File: src/rtl/neuron_pkg.sv
// Shared Q16.16 definitions for the neuron core and its input-current path:
// format constants, accumulator state encoding and the saturating adder.
package neuron_pkg;

   localparam int Q_FRAC_BITS = 16;
   localparam logic signed [31:0] Q_MAX = 32'sh7FFF_FFFF;
   localparam logic signed [31:0] Q_MIN = 32'sh8000_0000;

   typedef enum logic [1:0] {
      ACCUM  = 2'd0,
      DRAIN  = 2'd1,
      COMMIT = 2'd2
   } acc_state_e;

   // Q16.16 add with a 33-bit intermediate; clamps instead of wrapping.
   function automatic logic signed [31:0] q_sat_add(input logic signed [31:0] a,
                                                    input logic signed [31:0] b);
      logic [32:0] sum;
      sum = {a[31], a} + {b[31], b};
      if (sum[32] != sum[31]) begin
         q_sat_add = sum[32] ? Q_MIN : Q_MAX;
      end else begin
         q_sat_add = sum[31:0];
      end
   endfunction

endpackage

File: src/rtl/synaptic_current_accumulator_if.sv
// Spike-event input and neuron-current output bundle of the accumulator.
// master: the accumulator itself; slave: the router/neuron-core side.
interface synaptic_current_accumulator_if;
   logic        SPIKE_VALID;
   logic [31:0] SPIKE_WEIGHT;
   logic        SPIKE_READY;
   logic        TIMESTEP;
   logic [31:0] I;
   logic        I_VALID;
   logic        OVERRUN;

   modport master (
      input  SPIKE_VALID, SPIKE_WEIGHT, TIMESTEP,
      output SPIKE_READY, I, I_VALID, OVERRUN
   );

   modport slave (
      output SPIKE_VALID, SPIKE_WEIGHT, TIMESTEP,
      input  SPIKE_READY, I, I_VALID, OVERRUN
   );
endinterface

File: src/rtl/spike_event_fifo.sv
// Synchronous DEPTH x WIDTH event FIFO. The read port is registered: a pop
// loads the head word into pop_data_o, which the accumulator uses directly
// as its operand register.
module spike_event_fifo #(
   parameter int DEPTH = 8,
   parameter int WIDTH = 32,
   localparam int AW   = $clog2(DEPTH)
) (
   input  logic             CLK,
   input  logic             RESET,
   input  logic             push_i,
   input  logic [WIDTH-1:0] push_data_i,
   input  logic             pop_i,
   output logic [WIDTH-1:0] pop_data_o,
   output logic             full_o,
   output logic             empty_o,
   output logic [AW:0]      count_o
);

   logic [WIDTH-1:0] mem_q [DEPTH];
   logic [WIDTH-1:0] rd_data_q;
   logic [AW-1:0]    wr_ptr_q;
   logic [AW-1:0]    rd_ptr_q;
   logic [AW:0]      count_q;
   logic             do_push;
   logic             do_pop;

   assign do_push    = push_i && !full_o;
   assign do_pop     = pop_i && !empty_o;
   assign full_o     = (count_q == (AW+1)'(DEPTH));
   assign empty_o    = (count_q == '0);
   assign count_o    = count_q;
   assign pop_data_o = rd_data_q;

   // Storage and read register carry no reset so they map onto block RAM.
   always_ff @(posedge CLK) begin
      if (do_push) begin
         mem_q[wr_ptr_q] <= push_data_i;
      end
      if (do_pop) begin
         rd_data_q <= mem_q[rd_ptr_q];
      end
   end

   // Pointers wrap naturally at the power-of-two depth; count tracks occupancy.
   always_ff @(posedge CLK) begin
      if (RESET) begin
         wr_ptr_q <= '0;
         rd_ptr_q <= '0;
         count_q  <= '0;
      end else begin
         if (do_push) begin
            wr_ptr_q <= wr_ptr_q + 1'b1;
         end
         if (do_pop) begin
            rd_ptr_q <= rd_ptr_q + 1'b1;
         end
         case ({do_push, do_pop})
            2'b10:   count_q <= count_q + 1'b1;
            2'b01:   count_q <= count_q - 1'b1;
            default: count_q <= count_q;
         endcase
      end
   end

endmodule

File: src/rtl/synaptic_current_accumulator.sv
// Sums weighted spike events over a neuron timestep with saturating Q16.16
// arithmetic and hands the total to the neuron core with a one-cycle strobe.
// Optional macro SYNAPSE_DECAY_EN: the accumulator leaks by acc >>> DECAY_SHIFT
// at each commit instead of clearing to zero.
module synaptic_current_accumulator
   import neuron_pkg::*;
#(
   parameter int DEPTH       = 8,
   parameter int DECAY_SHIFT = 1
) (
   input  logic                           CLK,
   input  logic                           RESET,
   synaptic_current_accumulator_if.master sca
);

   localparam int AW = $clog2(DEPTH);

   // Reject configurations the pointer arithmetic and the leak shift cannot support.
   if (DEPTH < 2 || (DEPTH & (DEPTH - 1)) != 0) begin : g_bad_depth
      $error("DEPTH must be a power of two and at least 2");
   end
   if (DECAY_SHIFT < 0 || DECAY_SHIFT > 31) begin : g_bad_shift
      $error("DECAY_SHIFT must lie in 0..31");
   end

   acc_state_e         state_q, state_d;
   logic signed [31:0] acc_q, acc_d;
   logic signed [31:0] i_q, i_d;
   logic               i_valid_q, i_valid_d;
   logic               overrun_q, overrun_d;
   logic               pending_q;
   logic [AW:0]        drain_cnt_q, drain_cnt_d;

   logic               fifo_full;
   logic               fifo_empty;
   logic [AW:0]        fifo_count;
   logic [31:0]        operand;
   logic               push;
   logic               pop_req;
   logic               pop;
   logic [AW:0]        occ_after;

   assign sca.SPIKE_READY = !fifo_full && !RESET;
   assign push            = sca.SPIKE_VALID && sca.SPIKE_READY;
   // A pop needs the add unit idle; during DRAIN only snapshotted events qualify.
   assign pop_req   = !pending_q &&
                      ((state_q == ACCUM) || (state_q == DRAIN && drain_cnt_q != '0));
   assign pop       = pop_req && !fifo_empty;
   // Occupancy after this edge, counting a same-cycle push and pop.
   assign occ_after = fifo_count + (AW+1)'(push) - (AW+1)'(pop);

   spike_event_fifo #(
      .DEPTH (DEPTH),
      .WIDTH (32)
   ) u_fifo (
      .CLK         (CLK),
      .RESET       (RESET),
      .push_i      (push),
      .push_data_i (sca.SPIKE_WEIGHT),
      .pop_i       (pop),
      .pop_data_o  (operand),
      .full_o      (fifo_full),
      .empty_o     (fifo_empty),
      .count_o     (fifo_count)
   );

   // Next-state logic: add stage, timestep snapshot, drain countdown and commit.
   always_comb begin
      state_d     = state_q;
      acc_d       = acc_q;
      i_d         = i_q;
      i_valid_d   = 1'b0;
      overrun_d   = overrun_q;
      drain_cnt_d = drain_cnt_q;

      if (pending_q) begin
         acc_d = q_sat_add(acc_q, operand);
      end

      case (state_q)
         ACCUM: begin
            if (sca.TIMESTEP) begin
               drain_cnt_d = occ_after;
               state_d     = DRAIN;
            end
         end
         DRAIN: begin
            if (pop) begin
               drain_cnt_d = drain_cnt_q - 1'b1;
            end
            if (sca.TIMESTEP) begin
               overrun_d = 1'b1;
            end
            if (drain_cnt_q == '0 && !pending_q) begin
               state_d = COMMIT;
            end
         end
         COMMIT: begin
            i_d       = acc_q;
            i_valid_d = 1'b1;
`ifdef SYNAPSE_DECAY_EN
            acc_d     = acc_q - (acc_q >>> DECAY_SHIFT);
`else
            acc_d     = '0;
`endif
            if (sca.TIMESTEP) begin
               overrun_d = 1'b1;
            end
            state_d = ACCUM;
         end
         default: state_d = ACCUM;
      endcase
   end

   // State registers; reset discards any in-flight operand.
   always_ff @(posedge CLK) begin
      if (RESET) begin
         state_q     <= ACCUM;
         acc_q       <= '0;
         i_q         <= '0;
         i_valid_q   <= 1'b0;
         overrun_q   <= 1'b0;
         pending_q   <= 1'b0;
         drain_cnt_q <= '0;
      end else begin
         state_q     <= state_d;
         acc_q       <= acc_d;
         i_q         <= i_d;
         i_valid_q   <= i_valid_d;
         overrun_q   <= overrun_d;
         pending_q   <= pop;
         drain_cnt_q <= drain_cnt_d;
      end
   end

   assign sca.I       = i_q;
   assign sca.I_VALID = i_valid_q;
   assign sca.OVERRUN = overrun_q;

endmodule

File: src/flat_wrapper.sv
// flat-port wrapper written by rule: the top's interface ports become plain ports
module synaptic_current_accumulator_flat import neuron_pkg::*;
#(
   parameter int DEPTH       = 8,
   parameter int DECAY_SHIFT = 1
)
  (CLK, RESET, sca_SPIKE_VALID, sca_SPIKE_WEIGHT, sca_TIMESTEP, sca_SPIKE_READY, sca_I, sca_I_VALID, sca_OVERRUN);
  synaptic_current_accumulator_if sca_i ();
  input  logic CLK;
  input  logic RESET;
  input wire logic [$bits(sca_i.SPIKE_VALID)-1:0] sca_SPIKE_VALID;
  input wire logic [$bits(sca_i.SPIKE_WEIGHT)-1:0] sca_SPIKE_WEIGHT;
  input wire logic [$bits(sca_i.TIMESTEP)-1:0] sca_TIMESTEP;
  output wire logic [$bits(sca_i.SPIKE_READY)-1:0] sca_SPIKE_READY;
  output wire logic [$bits(sca_i.I)-1:0] sca_I;
  output wire logic [$bits(sca_i.I_VALID)-1:0] sca_I_VALID;
  output wire logic [$bits(sca_i.OVERRUN)-1:0] sca_OVERRUN;
  assign sca_i.SPIKE_VALID = sca_SPIKE_VALID;
  assign sca_i.SPIKE_WEIGHT = sca_SPIKE_WEIGHT;
  assign sca_i.TIMESTEP = sca_TIMESTEP;
  assign sca_SPIKE_READY = sca_i.SPIKE_READY;
  assign sca_I = sca_i.I;
  assign sca_I_VALID = sca_i.I_VALID;
  assign sca_OVERRUN = sca_i.OVERRUN;
  synaptic_current_accumulator #(.DEPTH(DEPTH), .DECAY_SHIFT(DECAY_SHIFT)) u_core (.CLK(CLK), .RESET(RESET), .sca(sca_i));
endmodule
File: config.mk
export PLATFORM = sky130hd
export DESIGN_NAME = synaptic_current_accumulator_flat
export DESIGN_NICKNAME = d
export VERILOG_FILES = /design/src/rtl/neuron_pkg.sv /design/src/rtl/synaptic_current_accumulator_if.sv /design/src/rtl/spike_event_fifo.sv /design/src/rtl/synaptic_current_accumulator.sv /design/src/flat_wrapper.sv
export SDC_FILE = /design/constraint.sdc
export NUM_CORES = 1
export LEC_CHECK = 0
export BUFFER_PORTS_ARGS = -buffer_cell sky130_fd_sc_hd__buf_2
export CAP_MARGIN = 30
export CELL_PAD_IN_SITES_DETAIL_PLACEMENT = 0
export CELL_PAD_IN_SITES_GLOBAL_PLACEMENT = 1
export CORE_ASPECT_RATIO = 2
export CORE_MARGIN = 2
export CORE_UTILIZATION = 52
export DETAILED_ROUTE_END_ITERATION = 12
export PLACE_DENSITY_LB_ADDON = 0.2
export SKIP_LAST_GASP = 1
export SLEW_MARGIN = 5
export SYNTH_ARGS = -nofsm -noshare
export SYNTH_HDL_FRONTEND = slang
export SYNTH_HIERARCHICAL = 1
export SYNTH_SLANG_ARGS = --single-unit
File: constraint.sdc
create_clock -name CLK -period 6.7 [get_ports CLK]
set_input_delay 0.335 -clock CLK [delete_from_list [all_inputs] [get_ports CLK]]
set_output_delay 0.335 -clock CLK [all_outputs]
set_load 0.005 [all_outputs]
==> impl_metrics.env <==
export IMPL_ys_ff_latch=371
export IMPL_setup_viol=0
export IMPL_clk_latency_ns=0.52
export IMPL_fin_crit_ns=3.77
export IMPL_endpoint_kind="register"
export IMPL_vdd_drop_max_v=0.000222
export IMPL_dp_hpwl_um=20300
export IMPL_grt_total_usage_pct=20.4
export IMPL_hold_depth=3
export IMPL_via_per_inst=5.83
export IMPL_hold_end="u_core/sca.OVERRUN$_SDFFE_PP0P_"
export IMPL_cts_num_sinks=371
export IMPL_yosysSeqAreaShare_pct=63.9
export IMPL_cts_clk_slew_worst_paths_ns=0.06
export IMPL_synth_top_flop_cell="edfxtp_1"
export IMPL_r2r_setup_slack_ns=2.93
export IMPL_cp_data_required_time_ns=7.13
export IMPL_synth_top_area_cell="edfxtp_1"
export IMPL_io_pins=71
export IMPL_h_tree_depth=2
export IMPL_crit_fanout=36
export IMPL_critPathArrivalTime_ns=4.20
export IMPL_avgSynthCellArea_sq_um=15.4
export IMPL_max_freq_ghz=0.265
export IMPL_yosys_area_share_simple_pct=4.85
export IMPL_synth_compound_area_share_pct=7.79
export IMPL_critPathKind="register to register"
export IMPL_slew_violations=0
export IMPL_antenna_left=0
export IMPL_grt_max_degree=67
export IMPL_synth_area_sq_um=16100
export IMPL_numCtsBuffers=34
export IMPL_cts_hold_buffers=0
export IMPL_reg2reg_to="u_core/u_fifo/count_o[3]$_SDFFE_PP0P_"
export IMPL_fin_crit_sh_pct=56.2
export IMPL_core_sq_um=30700
export IMPL_postCtsResizedCells=0
export IMPL_synth_edf_count=288
export IMPL_hold_start="sca_TIMESTEP"
export IMPL_die_h_um=253
export IMPL_overflow=0
export IMPL_timing_rr_start="u_core/state_q[1]$_SDFFE_PP0P_"
export IMPL_grt_pass1_vias=9080
export IMPL_gp_congestion=0.886
export IMPL_timing_hold_ws_ns=0.0714
export IMPL_fin_skew_ns=0.0146
export IMPL_synthArstFlopShare_pct=0
export IMPL_cts_root_buffer="clkbuf_16"
export IMPL_clockBufferDepth=3
export IMPL_postCtsSetupBuffers=0
export IMPL_hold_class="primary input to register"
export IMPL_drive_gt1_share_pct=22.3
export IMPL_vias=8849
export IMPL_drc_errors=0
export IMPL_hold_violations=0
export IMPL_relSlewSlack_pct=39.8
export IMPL_synth_area_top_cells="edfxtp_1, dfxtp_1, mux4_2"
export IMPL_dr_first_iter_drc_count=475
export IMPL_maxCapViolCount=0
export IMPL_synthAdderAreaFrac_pct=5.07
export IMPL_syn_inst=1050
export IMPL_die_area_sq_um=32500
export IMPL_port_buffers=70
export IMPL_synth_top_family_by_area="multiplexers"
export IMPL_post_drt_wl_per_cell_um=21.3
export IMPL_grt_pass1_wl_um=50300
export IMPL_status="finished clean"
export IMPL_synth_xor_area_share_pct=2.06
export IMPL_reg2reg_depth=12
export IMPL_cts_tree="done"
export IMPL_leakage_nw=6.27
export IMPL_setup_tns_ns=0
export IMPL_start_util_pct=52.5
export IMPL_synth_nets=1135
export IMPL_worstMarginPinSlew_ns=0.903
export IMPL_powerDensity_nw_per_um2=336
export IMPL_rows=91
export IMPL_antenna_diode_count=0
export IMPL_antenna_found_initial=2
export IMPL_synth_mux_area_share_pct=14.1
export IMPL_nets=1207
export IMPL_cp_start_kind="register"
export IMPL_syn2layout_area_growth_pct=11.3
export IMPL_synth_warnings=6
export IMPL_first_pass_iters=4
export IMPL_grt_setup_unrepaired="no"
export IMPL_yosysTopAreaCellShare_pct=53.6
export IMPL_wirelength_um=32300
export IMPL_ys_types=69
export IMPL_die_w_um=129
==> power breakdown <==
part / internal (mW) / switching (mW) / leakage, nW
logic: 0.592 / 0.776 / 2.45
registers: 2.62 / 0.108 / 3.28
clock network: 1.12 / 0.818 / 0.535
==> cells in the mapped netlist, types with 5 or more instances <==
master / n
xor2_1: 20
mux4_2: 44
mux2_2: 32
inv_1: 21
nor3_1: 10
buf_1: 8
mux4_1: 20
maj3_2: 10
ha_1: 46
a21o_1: 23
a31oi_1: 6
xnor2_1: 18
mux2i_1: 39
a21oi_2: 11
a21oi_1: 56
buf_2: 7
clkbuf_1: 25
nand3_1: 11
nand2_1: 36
nor2_1: 77
and2_1: 5
and3_1: 7
dfxtp_1: 83
o21ai_0: 55
a211oi_1: 7
nand2b_1: 5
edfxtp_1: 288
maj3_1: 7
o211ai_1: 6
o21a_1: 6
==> layer usage <==
metal,GRT usage (%),wire length (um),vias up
li1,-,-,4212
met1,23.6,12500,4418
met2,37.6,17800,141
met3,2.64,765,74
met4,8.57,1150,4
met5,0,20,-
==> cell usage in the layout, fill, tap and decap left out, types with 11 or more instances in the layout <==
master,count
mux4_2,44
buf_2,70
mux2_2,32
a21oi_2,11
xnor2_1,18
edfxtp_1,288
ha_1,45
a21o_1,23
mux2i_1,39
buf_4,16
nor2_1,74
o21ai_0,55
inv_1,21
mux4_1,20
nand2_1,36
a21oi_1,56
xor2_1,20
nand3_1,11
dfxtp_1,80
clkbuf_16,36
==> state kept, by name, summed over array words and instances (netlist names) <==
register                  flops
u_core/sca.I_VALID            1
u_core/drain_cnt_q            4
u_core/sca.OVERRUN            1
u_core/u_fifo/wr_ptr_q        3
u_core/acc_q                 32
u_core/pending_q              1
u_core/u_fifo/rd_ptr_q        3
u_core/u_fifo/mem_q         256
u_core/u_fifo/pop_data_o     32
u_core/sca.I                 32
u_core/state_q                2
u_core/u_fifo/count_o         4
==> how the worst max path moves through the flow <==
stage                                                startpoint                                    end  slack [ns]
after global placement           u_core/state_q[1]$_SDFFE_PP0P_  u_core/u_fifo/count_o[3]$_SDFFE_PP0P_        3.03
after detailed placement         u_core/state_q[1]$_SDFFE_PP0P_  u_core/u_fifo/count_o[3]$_SDFFE_PP0P_        2.92
after CTS                        u_core/state_q[1]$_SDFFE_PP0P_  u_core/u_fifo/count_o[3]$_SDFFE_PP0P_        2.90
after floorplan           u_core/u_fifo/count_o[1]$_SDFFE_PP0P_    u_core/u_fifo/mem_q[0][0]$_DFFE_PP_        1.87
final                            u_core/state_q[1]$_SDFFE_PP0P_  u_core/u_fifo/count_o[3]$_SDFFE_PP0P_        2.93
after global routing             u_core/state_q[1]$_SDFFE_PP0P_  u_core/u_fifo/count_o[3]$_SDFFE_PP0P_        2.61
==> worst max-delay path, stage by stage, from the launching register on <==
cell and delay, ns:
dfxtp_1 0.32, inv_1 0.11, ha_1 0.45, a21oi_1 0.11, or3_1 0.38, inv_1 0.10
o41a_2 0.69, ha_1 0.33, ha_1 0.28, a21oi_1 0.19, a21oi_1 0.10, or4_1 0.46
a21oi_1 0.16
==> metrics by stage <==
step	cells	area, sq um	total power, mW	setup WS, ns	util [%]
after floorplan	1050	16100	3.85	1.87	-
after global placement	1458	16800	4.14	3.03	54.8
after detailed placement	1458	16800	4.16	2.92	54.8
after CTS	1518	18000	6.11	2.90	58.4
after global routing	1518	18000	6.34	2.61	58.4
final	1518	18000	6.03	2.93	58.4
==> cell type report <==
class,count,area [sq um]
clock buffer,46,950
timing repair buffer,86,470
clock inverter,14,161
tap,372,465
sequential,371,10300
inverter,21,78.8
multi-input combinational,608,5510
fill,2411,12800
==> cells by family (layout without fill, tap and decap cells) <==
logic type / count (synthesis) / in the layout
buffers and inverters: 71 / 167
multiplexers: 135 / 135
flip-flops: 371 / 371
adder cells (fa/ha/maj): 66 / 66
AO/OA/AOI/OAI: 198 / 198
AND/OR/NAND/NOR: 171 / 171
XOR/XNOR: 38 / 38
No activity file was read; power rests on OpenSTA's default activity.
